<file path="config.mk">
export PLATFORM = sky130hd
export DESIGN_NAME = stim_controller
export DESIGN_NICKNAME = d
export VERILOG_FILES = /design/src/rtl/stim_controller.sv
export SDC_FILE = /design/constraint.sdc
export NUM_CORES = 1
export LEC_CHECK = 0
export CAP_MARGIN = 40
export CORE_AREA = 10 10 75 77
export CTS_BUF_LIST = sky130_fd_sc_hd__clkbuf_8
export DETAILED_ROUTE_END_ITERATION = 8
export DIE_AREA = 0 0 85 87
export DONT_BUFFER_PORTS = 1
export PLACE_DENSITY = 0.74
export SLEW_MARGIN = 20
export SYNTH_ARGS = -nofsm -noshare
export SYNTH_HDL_FRONTEND = slang
export SYNTH_SLANG_ARGS = --single-unit
</file>
<file path="constraint.sdc">
create_clock -name clk -period 2.6 [get_ports clk]
set_input_delay 0.52 -clock clk [delete_from_list [all_inputs] [get_ports clk]]
set_output_delay 0.52 -clock clk [all_outputs]
set_load 0.005 [all_outputs]
</file>
<file path="src/rtl/stim_controller.sv">
// ---------------------------------------------------------------------------
// stim_controller
// Closed-loop stimulation controller fed by the neurondetect seizure flag.
// Debounces the per-sample flag over CONFIRM_COUNT consecutive enabled
// cycles. It then emits a charge-balanced biphasic pulse train of NUM_PULSES
// pulses, followed by a REFRACTORY hold-off. Once phase A has started, the
// train always runs to completion; only rst can abort it.
//
// Optional feature (macro STIM_RETRIGGER_EN):
//   When defined, en=1 and seizure=1 on the final refractory cycle start a
//   new train directly, skipping the IDLE and CONFIRM states.
//   When undefined, the controller always returns to IDLE and must confirm
//   again.
//
// Ports:
//   clk          system clock
//   rst          synchronous active-high reset
//   en           detector enable (same signal as neurondetect en)
//   seizure      detection flag from neurondetect, sampled every clk
//   stim_pos     phase A (cathodic) drive, registered
//   stim_neg     phase B (anodic) drive, registered
//   stim_active  high from first phase-A cycle to last phase-B cycle of a train
//   refractory   high during the refractory hold-off
//   stim_count   number of delivered trains, saturating
// ---------------------------------------------------------------------------
module stim_controller #(
    parameter int unsigned CONFIRM_COUNT  = 4,
    parameter int unsigned PULSE_WIDTH    = 8,
    parameter int unsigned INTERPHASE_GAP = 2,
    parameter int unsigned PULSE_PERIOD   = 32,
    parameter int unsigned NUM_PULSES     = 4,
    parameter int unsigned REFRACTORY     = 64,
    parameter int unsigned CNT_WIDTH      = 16
) (
    input  logic                 clk,
    input  logic                 rst,
    input  logic                 en,
    input  logic                 seizure,
    output logic                 stim_pos,
    output logic                 stim_neg,
    output logic                 stim_active,
    output logic                 refractory,
    output logic [CNT_WIDTH-1:0] stim_count
);

    function automatic int unsigned max2(input int unsigned a, input int unsigned b);
        return (a > b) ? a : b;
    endfunction

    localparam int unsigned BURST_LEN = 2 * PULSE_WIDTH + INTERPHASE_GAP;
    localparam int unsigned REST_LEN  = (PULSE_PERIOD >= BURST_LEN) ? (PULSE_PERIOD - BURST_LEN) : 0;

    // One phase counter covers every timed state, so it is sized for the longest one.
    localparam int unsigned PH_MAX = max2(max2(CONFIRM_COUNT, PULSE_WIDTH),
                                          max2(max2(INTERPHASE_GAP, REST_LEN), REFRACTORY));
    localparam int unsigned PH_W   = $clog2(PH_MAX + 1);
    localparam int unsigned PN_W   = $clog2(NUM_PULSES + 1);

    // Parameter legality checks at elaboration.
    if (PULSE_PERIOD < BURST_LEN) begin : g_bad_period
        $error("stim_controller: PULSE_PERIOD must be >= 2*PULSE_WIDTH+INTERPHASE_GAP");
    end
    if (CONFIRM_COUNT < 1 || PULSE_WIDTH < 1 || NUM_PULSES < 1 || REFRACTORY < 1) begin : g_bad_min
        $error("stim_controller: CONFIRM_COUNT, PULSE_WIDTH, NUM_PULSES and REFRACTORY must be >= 1");
    end
    if (CNT_WIDTH < 1) begin : g_bad_cnt
        $error("stim_controller: CNT_WIDTH must be >= 1");
    end

    typedef enum logic [2:0] {
        IDLE    = 3'd0,
        CONFIRM = 3'd1,
        PHASE_A = 3'd2,
        GAP     = 3'd3,
        PHASE_B = 3'd4,
        REST    = 3'd5,
        REFRACT = 3'd6
    } state_t;

    state_t          state;
    logic [PH_W-1:0] phase_cnt;   // 1-based cycle index within the current state
    logic [PN_W-1:0] pulse_cnt;   // 1-based index of the pulse in progress

    // FSM with registered outputs; each transition sets the outputs of the state it enters.
    always_ff @(posedge clk) begin
        if (rst) begin
            state       <= IDLE;
            phase_cnt   <= '0;
            pulse_cnt   <= '0;
            stim_pos    <= 1'b0;
            stim_neg    <= 1'b0;
            stim_active <= 1'b0;
            refractory  <= 1'b0;
            stim_count  <= '0;
        end else begin
            case (state)
                IDLE: begin
                    if (en && seizure) begin
                        phase_cnt <= PH_W'(1);
                        if (CONFIRM_COUNT == 1) begin
                            state       <= PHASE_A;
                            pulse_cnt   <= PN_W'(1);
                            stim_pos    <= 1'b1;
                            stim_active <= 1'b1;
                        end else begin
                            state <= CONFIRM;
                        end
                    end
                end

                CONFIRM: begin
                    if (en && seizure) begin
                        if (phase_cnt == PH_W'(CONFIRM_COUNT - 1)) begin
                            state       <= PHASE_A;
                            phase_cnt   <= PH_W'(1);
                            pulse_cnt   <= PN_W'(1);
                            stim_pos    <= 1'b1;
                            stim_active <= 1'b1;
                        end else begin
                            phase_cnt <= phase_cnt + PH_W'(1);
                        end
                    end else begin
                        state     <= IDLE;
                        phase_cnt <= '0;
                    end
                end

                PHASE_A: begin
                    if (phase_cnt == PH_W'(PULSE_WIDTH)) begin
                        stim_pos  <= 1'b0;
                        phase_cnt <= PH_W'(1);
                        if (INTERPHASE_GAP == 0) begin
                            state    <= PHASE_B;
                            stim_neg <= 1'b1;
                        end else begin
                            state <= GAP;
                        end
                    end else begin
                        phase_cnt <= phase_cnt + PH_W'(1);
                    end
                end

                GAP: begin
                    if (phase_cnt == PH_W'(INTERPHASE_GAP)) begin
                        state     <= PHASE_B;
                        phase_cnt <= PH_W'(1);
                        stim_neg  <= 1'b1;
                    end else begin
                        phase_cnt <= phase_cnt + PH_W'(1);
                    end
                end

                PHASE_B: begin
                    if (phase_cnt == PH_W'(PULSE_WIDTH)) begin
                        stim_neg  <= 1'b0;
                        phase_cnt <= PH_W'(1);
                        if (pulse_cnt == PN_W'(NUM_PULSES)) begin
                            // Train delivered: count it and start the hold-off.
                            state       <= REFRACT;
                            stim_active <= 1'b0;
                            refractory  <= 1'b1;
                            if (stim_count != '1) begin
                                stim_count <= stim_count + CNT_WIDTH'(1);
                            end
                        end else if (REST_LEN == 0) begin
                            state     <= PHASE_A;
                            pulse_cnt <= pulse_cnt + PN_W'(1);
                            stim_pos  <= 1'b1;
                        end else begin
                            state <= REST;
                        end
                    end else begin
                        phase_cnt <= phase_cnt + PH_W'(1);
                    end
                end

                REST: begin
                    if (phase_cnt == PH_W'(REST_LEN)) begin
                        state     <= PHASE_A;
                        phase_cnt <= PH_W'(1);
                        pulse_cnt <= pulse_cnt + PN_W'(1);
                        stim_pos  <= 1'b1;
                    end else begin
                        phase_cnt <= phase_cnt + PH_W'(1);
                    end
                end

                REFRACT: begin
                    if (phase_cnt == PH_W'(REFRACTORY)) begin
                        refractory <= 1'b0;
`ifdef STIM_RETRIGGER_EN
                        if (en && seizure) begin
                            state       <= PHASE_A;
                            phase_cnt   <= PH_W'(1);
                            pulse_cnt   <= PN_W'(1);
                            stim_pos    <= 1'b1;
                            stim_active <= 1'b1;
                        end else begin
                            state     <= IDLE;
                            phase_cnt <= '0;
                        end
`else
                        state     <= IDLE;
                        phase_cnt <= '0;
`endif
                    end else begin
                        phase_cnt <= phase_cnt + PH_W'(1);
                    end
                end

                default: begin
                    state       <= IDLE;
                    phase_cnt   <= '0;
                    pulse_cnt   <= '0;
                    stim_pos    <= 1'b0;
                    stim_neg    <= 1'b0;
                    stim_active <= 1'b0;
                    refractory  <= 1'b0;
                end
            endcase
        end
    end

endmodule

</file>
-- Word level (Yosys, flattened, before mapping)
Index checks and enable logic that the tools add are counted.
- muxes and demuxes: 36
- bitwise gates (word level): 5
- equality and inequality tests: 23
- add/sub/neg operators: 3
- reduce and logical (&&, ||, !) cells: 15
- operators with widths (kind ; count):
    two-way mux 7 bit ; 7
    case mux 7 bit (6 select lines) ; 1
    two-way mux 3 bit ; 11
    case mux 3 bit (7 select lines) ; 1
    OR reduction 5 bit ; 4
    != test 2 bit (second input constant) ; 9
    adder 16 x 1 -> 16 bit (second input constant) ; 1
    != test 16 bit (second input constant) ; 1
    == test 7 x 2 -> 1 bit (second input constant) ; 2
    == test 7 x 4 -> 1 bit (second input constant) ; 2
    == test 3 bit (second input constant) ; 4
    AND reduction 4 bit ; 3
    two-way mux 1 bit ; 10
    AND reduction 5 bit ; 2
    case mux 1 bit (3 select lines) ; 3
    case mux 3 bit (3 select lines) ; 1
    adder 7 x 1 -> 7 bit (second input constant) ; 1
    == test 7 bit (second input constant) ; 1
    AND reduction 7 bit ; 1
    == test 3 x 2 -> 1 bit (second input constant) ; 2
    inverter 1 bit ; 5
    case mux 1 bit (4 select lines) ; 1
    OR reduction 4 bit ; 1
    adder 3 x 1 -> 3 bit (second input constant) ; 1
    7 further kinds ; 7
- register bits: 33
- logic and storage cells: 90

-- Longest topological paths before layout
Gate-level depths: netlist of run 1.
- depth in word-level cells: 4
- depth in mapped cells: 8
- depth with buffers taken out: 7

-- Worst setup path after synthesis of run 1
OpenSTA, ideal clock, no wires.
- path kind: flip-flop to flip-flop
- start: reg phase_cnt[0]
- end: reg state[1]
- setup slack: 0.252 ns
- data required time: 2.514 ns
- period minus slack after synthesis: 2.348 ns
- setup time: 0.086 ns
- stages on the path, launching flop included: 9
- arrival time: 2.262 ns
- path through: dfxtp_1 inv_1 ha_1 nor4b_2 a311oi_1 or4b_1 buf_2 or3_4 a221oi_2
- longest elaborated chain between the ends: 3
- RTL lines (what ; line ; text):
    from (decl) ; 81 ; logic [PH_W-1:0] phase_cnt;
    from (signal assigned) ; 120 ; phase_cnt <= phase_cnt + PH_W'(1);
    from (signal assigned) ; 139 ; phase_cnt <= phase_cnt + PH_W'(1);
    from (signal assigned) ; 149 ; phase_cnt <= phase_cnt + PH_W'(1);
    == test 7 x 2 -> 1 bit, or another cell as far along ; 113 ; if (phase_cnt == PH_W'(CONFIRM_COUNT - 1)) begin
    != test 3 bit (no source line) or != test 2 bit (tied branches) ; n/a ;
    AND reduction 7 bit (no source line) (*) ; n/a ;
    to (signal assigned) ; 114 ; state <= PHASE_A;
    to (signal assigned) ; 123 ; state <= IDLE;
    to (signal assigned) ; 133 ; state <= PHASE_B;
    to (decl) ; 80 ; state_t state;
Mark *: on every way between the ends. The rest lies on a longest branch, timed or not.
A chain may end at the register's enable or synchronous reset.

-- Worst setup path after layout of run 1
Same ends and word-level chain as after synthesis.

==> results of run 1 <==
power by group through the flow:
stage	clock network, mW	registers (mW)	logic [mW]
after global routing	0.420	0.575	0.396
after floorplan	0	0.553	0.273
after global placement	0	0.578	0.338
after CTS	0.398	0.568	0.344
after detailed placement	0	0.579	0.343
final	0.384	0.569	0.358
synth_stat cells (4+ instances only):
| cell type | count | area share, % |
|---|---|---|
| nand4_1 | 6 | 1.9 |
| xnor2_1 | 11 | 4.8 |
| nand3_1 | 15 | 3.8 |
| o21ai_0 | 6 | 1.5 |
| inv_1 | 10 | 1.9 |
| and3_1 | 7 | 2.2 |
| nor2_1 | 28 | 5.3 |
| a211oi_1 | 8 | 3.0 |
| dfxtp_1 | 33 | 33 |
| and4_1 | 4 | 1.8 |
| clkbuf_1 | 12 | 2.3 |
| nand2_1 | 16 | 3.0 |
| a21oi_1 | 17 | 4.3 |
| nor4_1 | 8 | 2.5 |
| nor3_1 | 7 | 1.8 |
| ha_1 | 6 | 3.8 |
final cells by class:
| cell class | instances | share of cell area (%) |
|---|---|---|
| well taps | 52 | 2.977 |
| clock inverters | 3 | 0.8014 |
| repair buffers | 12 | 4.121 |
| inverters | 10 | 1.717 |
| flip-flops and latches | 33 | 30.22 |
| clock buffers | 5 | 3.148 |
| multi-input cells | 191 | 57.01 |
through the flow:
step                hold slack [ns]  util (%)  setup slack [ns]  instance area, um^2
finish                       0.2989     51.63            0.1562                 2186
global route                 0.2850     51.63           0.03355                 2186
CTS                          0.2869     51.30            0.1264                 2172
detailed placement           0.4960     49.26            0.1407                 2086
global placement             0.4951     49.26            0.2428                 2086
floorplan                    0.4700         -            0.2517                 1996
critical path, delay by kind of cell, from the launching register on:
| family | cells | cell delay (ns) |
|---|---|---|
| buf+inv | 1 | 0.14 |
| fa+ha+maj | 1 | 0.16 |
| flops | 1 | 0.35 |
| compound gates | 2 | 0.45 |
| simple gates | 3 | 1.26 |
sequential cells by signal (all words and copies together) (netlist names):
| register | count |
|---|---|
| pulse_cnt | 3 |
| state | 3 |
| stim_neg | 1 |
| stim_active | 1 |
| stim_pos | 1 |
| refractory | 1 |
| stim_count | 16 |
| phase_cnt | 7 |
worst paths after layout:
check / to
setup / recovery: state[1]$_SDFFE_PP0P_
hold / removal: stim_count[8]$_SDFFE_PP0P_
setup reg to reg: state[1]$_SDFFE_PP0P_
hold reg to reg: phase_cnt[0]$_SDFFE_PP0P_
logic make-up (layout without fill, tap and decap cells):
group / after synthesis / count (layout)
fa+ha+maj: 6 / 6
flops: 33 / 33
xor+xnor: 12 / 12
simple gates: 112 / 112
compound gates: 55 / 55
buf+inv: 25 / 30
mux: 6 / 6
repair_timing:
action | 4_1_cts | 5_1_grt
setup endpoints to repair | 0 | 5
endpoints found under the hold margin | 0 | 0
setup buffers | 0 | 0
gates resized for setup | 0 | 2
per-layer routing:
layer,track usage (%),up-vias,wire length (um),part of all wire (%)
met5,0,-,0,0
met4,5.988,0,83,1.7
met3,5.056,10,466,9.8
met2,19.89,64,2142,45
met1,15.68,871,2073,43
li1,-,931,-,-
==> results.sh, run 1 <==
export IMPL_syn_area_per_cell_um2=8.015
export IMPL_antennaDiodeCount=0
export IMPL_critPathSlowestCell="or4b_1"
export IMPL_dp_cells=298
export IMPL_rsz0062_at_grt="false"
export IMPL_route_vias_total=1876
export IMPL_gp_congestion=0.9584
export IMPL_io_buffers=0
export IMPL_cts_root_buffer="clkbuf_8"
export IMPL_final_cell_count_no_fill=306
export IMPL_cts_buffer_depth=2
export IMPL_status="finished clean"
export IMPL_powerDensity_nw_per_um2=599.9
export IMPL_crit_path_end_kind="register"
export IMPL_n_fill_cell=408
export IMPL_viasPerCell=6.131
export IMPL_power_mw=1.311
export IMPL_p_sw_uw=447.6
export IMPL_synth_edf_count=0
export IMPL_cts_max_level=2
export IMPL_numCtsBuffers=5
export IMPL_min_path_cells=1
export IMPL_wl_per_cell_um=15.58
export IMPL_synthArstFlopShare_pct=0
export IMPL_pwr_share_comb_pct=27.3
export IMPL_slew_headroom_pct=69.81
export IMPL_die_area_um2=7395
export IMPL_synth_compound_area_share_pct=18.62
export IMPL_synthCells=249
export IMPL_cts_tree="yes"
export IMPL_reg2reg_from="phase_cnt[0]$_SDFFE_PP0P_"
export IMPL_netlist_area_um2=1996
export IMPL_die_w_um=85
export IMPL_synth_net_count=259
export IMPL_die_y_um=87
export IMPL_leakagePower_nw=0.7470
export IMPL_grt_pass1_wl_um=8128
export IMPL_ys_ff_latch=33
export IMPL_final_common_cell="dfxtp_1"
export IMPL_ys_flop_type="dfxtp_1"
export IMPL_finalClockSkew_ns=0.006356
export IMPL_startpoint="phase_cnt[0]$_SDFFE_PP0P_"
export IMPL_yosysSeqAreaShare_pct=33.10
export IMPL_muxShareOfSynthArea_pct=3.197
export IMPL_critPathMaxFanout=6
export IMPL_grt_pass1_vias=1713
export IMPL_clk_latency_ns=0.29
export IMPL_wl_um=4766
export IMPL_dr_pass1_iters=4
export IMPL_finalSetupViolCount=0
export IMPL_peakVddDrop_uv=266.6
export IMPL_clk_pin_slew_ns=0.07
export IMPL_worstSetupPathType="reg -> reg"
export IMPL_finalSetupTns_ns=0
export IMPL_synth_top_family_by_area="simple AND/OR/NAND/NOR gates"
export IMPL_clockPowerShare_pct=29.3
export IMPL_synth_cell_types=53
export IMPL_antenna_found_initial=0
export IMPL_layout_common_cells="dfxtp_1, nor2_1, a21oi_1"
export IMPL_grt_use_total_pct=13.01
export IMPL_drtAntennaViolNets=0
export IMPL_initialDrtViolationCount=127
export IMPL_swShare_pct=34.13
export IMPL_pwr_share_seq_pct=43.4
export IMPL_fin_crit_ns=2.444
export IMPL_fmax_ghz=0.4092
export IMPL_finalHoldViolCount=0
export IMPL_grt_max_degree=34
export IMPL_start_util_pct=47.13
export IMPL_ys_warn_count=0
export IMPL_cap_violations=0
export IMPL_yosys_area_share_adder_pct=3.762
export IMPL_hpwl_um=3405
export IMPL_crit_path_max_incr_delay_ns=0.59
export IMPL_pin_count=24
export IMPL_fin_crit_sh_pct=93.99
export IMPL_final_layout_size_suffix_gt1_share_pct=11.42
export IMPL_coreArea_um2=4234
export IMPL_synthSimpleGateAreaFrac_pct=30.91
export IMPL_cp_required_ns=2.79
export IMPL_hold_start="rst"
export IMPL_seqCellArea_um2=660.6
export IMPL_tightest_slew_ns=0.4458
export IMPL_route_detailed_drc=0
export IMPL_slew_viol_final=0
export IMPL_multiInputGateArea_um2=1246
export IMPL_path_cells="inv_1 > ha_1 > nor4b_4 > a311oi_1 > or4b_1 > or3_4 > a221oi_2"
export IMPL_synth_xor_area_share_pct=5.266
export IMPL_hold_class="in -> reg"
export IMPL_worst_r2r_path_depth=7
export IMPL_cp_arrival_ns=2.64
export IMPL_areaGrowthSynthToFinish_pct=9.530
export IMPL_cts_hold_buf=0
export IMPL_r2r_slack_ns=0.16
export IMPL_nets=263
export IMPL_rows=24
export IMPL_clock_sinks=33
export IMPL_intPower_uw=863.7
export IMPL_start_kind="register"
export IMPL_gr_total_overflow=0
Note: power is estimated with default switching activity, not from simulation.
==> run 2, diff against run 1 <==
- PLACE_DENSITY: 0.74 -> 0.69
- clock period: 2.6 -> 2.85 ns (I/O delays scaled with it)
==> run 2 against run 1 <==
Effect of this change:
- design area shrank 0.97%
- global-route usage shrank 0.079 points
- critical path depth is the same
- highest routed layer unchanged
- utilization shrank 0.50 points
- count of clock-buffer cells in the layout grew 1
- final cell count shrank 1.6%
- setup slack gained 0.077 ns
- flip-flop and latch count is the same
- non-clock buffer count shrank 5
- die area is the same
- critical endpoint unchanged
- largest cell class unchanged
- wire length grew 0.57%
- critical path type unchanged
==> results.sh, run 2 (synthesis results as in run 1) <==
export IMPL_fin_crit_ns=2.617
export IMPL_largest_registers="stim_count: 16 flops, phase_cnt: 7 flops"
export IMPL_grt_use_total_pct=12.93
export IMPL_rsz0062_at_grt="false"
export IMPL_hpwl_um=3355
export IMPL_finalHoldViolCount=0
export IMPL_final_util_pct=51.12
export IMPL_coreArea_um2=4234
export IMPL_seqCellArea_um2=660.6
export IMPL_clk_pin_slew_ns=0.07
export IMPL_hold_ws_ns=0.3484
export IMPL_cp_arrival_ns=2.82
export IMPL_crit_path_end_kind="register"
export IMPL_cts_root_buffer="clkbuf_8"
export IMPL_route_detailed_drc=0
export IMPL_dp_cells=293
export IMPL_cts_buffer_depth=2
export IMPL_wl_um=4793
export IMPL_final_common_cell="dfxtp_1"
export IMPL_finalClockSkew_ns=0.005096
export IMPL_peakVddDrop_uv=372.9
export IMPL_antennaDiodeCount=0
export IMPL_setup_slack_ns=0.2329
export IMPL_grt_pass1_vias=1725
export IMPL_cap_violations=0
export IMPL_nets=258
export IMPL_cts_setup_buffers=0
export IMPL_die_area_um2=7395
export IMPL_dpl_cell_area_um2=2048
export IMPL_powerDensity_nw_per_um2=583.6
export IMPL_die_w_um=85
export IMPL_grt_pass1_wl_um=8073
export IMPL_start_util_pct=47.13
export IMPL_cts_resized=0
export IMPL_rows=24
export IMPL_cts_max_level=2
export IMPL_die_y_um=87
export IMPL_finalSetupTns_ns=0
export IMPL_final_layout_size_suffix_gt1_share_pct=8.835
export IMPL_fin_crit_sh_pct=91.83
export IMPL_route_vias_total=1856
export IMPL_n_fill_cell=403
export IMPL_power_mw=1.263
export IMPL_gr_total_overflow=0
export IMPL_leakagePower_nw=0.7394
export IMPL_largest_register="stim_count"
export IMPL_slew_headroom_pct=57.23
export IMPL_grt_max_degree=34
export IMPL_dr_pass1_iters=4
export IMPL_slew_viol_final=0
export IMPL_final_cell_count_no_fill=301
export IMPL_io_buffers=0
export IMPL_areaGrowthSynthToFinish_pct=8.464
export IMPL_finish_instance_area_um2=2165
export IMPL_place_worst_setup_slack_ns=0.2579
export IMPL_critPathMaxFanout=8
export IMPL_wl_per_cell_um=15.92
export IMPL_tightest_slew_ns=0.6366
export IMPL_cts_tree="yes"
export IMPL_cp_required_ns=3.05
export IMPL_fmax_ghz=0.3821
export IMPL_start_kind="register"
export IMPL_cts_hold_buf=0
export IMPL_largest_register_ffs=16
export IMPL_hold_class="in -> reg"
export IMPL_clk_latency_ns=0.28
export IMPL_worstSetupPathType="reg -> reg"
export IMPL_gp_congestion=0.8878
export IMPL_numCtsBuffers=5
export IMPL_finalSetupViolCount=0
export IMPL_antenna_found_initial=0
export IMPL_viasPerCell=6.166
export IMPL_clock_sinks=33
export IMPL_pin_count=24
export IMPL_status="finished clean"
export IMPL_drtAntennaViolNets=0
export IMPL_layout_common_cells="dfxtp_1, nor2_1, a21oi_1"
export IMPL_initialDrtViolationCount=105
export IMPL_multiInputGateArea_um2=1232
[run 2: changes by cell type in the layout (fill, tap and decap cells not counted), sizes merged]
cell / change
buf: -5
bufinv: +1
clkbuf: +1
clkinv: -2
clkinvlp: -1
inv: +1
[run 2: metal layers]
metal  routed length (um)  vias to the layer above  global-route usage, %
met5                    0                        -                      0
met4                   46                        0                  3.743
met1                 2164                      856                  16.23
li1                     -                      925                      -
met3                  476                        5                  5.524
met2                 2106                       70                  19.62
[run 2: cell type report]
type / instances / share of cell area [%]
Clock buffer: 6 / 3.815
Multi-Input combinational cell: 191 / 56.94
Inverter: 10 / 1.734
Tap cell: 52 / 3.006
Clock inverter: 2 / 1.561
Sequential cell: 33 / 30.52
Timing Repair Buffer: 7 / 2.428
[run 2: final timing paths]
kind                                           startpoint                      end  slack, ns  cells after the start
worst max-delay path            phase_cnt[0]$_SDFFE_PP0P_    state[1]$_SDFFE_PP0P_       0.23                      7
worst min-delay path                                  rst    state[1]$_SDFFE_PP0P_       0.35                      1
worst min register to register    refractory$_SDFFE_PP0P_  refractory$_SDFFE_PP0P_       0.50                      2
worst max register to register  phase_cnt[0]$_SDFFE_PP0P_    state[1]$_SDFFE_PP0P_       0.23                      7
[run 2: critical path: stages, from the launching register on]
cell	delay (ns)
dfxtp_1	0.35
inv_1	0.15
ha_1	0.16
nor4b_2	0.33
a311oi_1	0.18
or4b_1	0.69
or3_4	0.43
a221oi_2	0.25
[run 2: power by group]
group	internal (mW)	switching (mW)	leakage, nW
Sequential	0.482	0.0283	0.266
Combinational	0.113	0.186	0.410
Clock	0.281	0.174	0.0626
Total	0.876	0.388	0.739
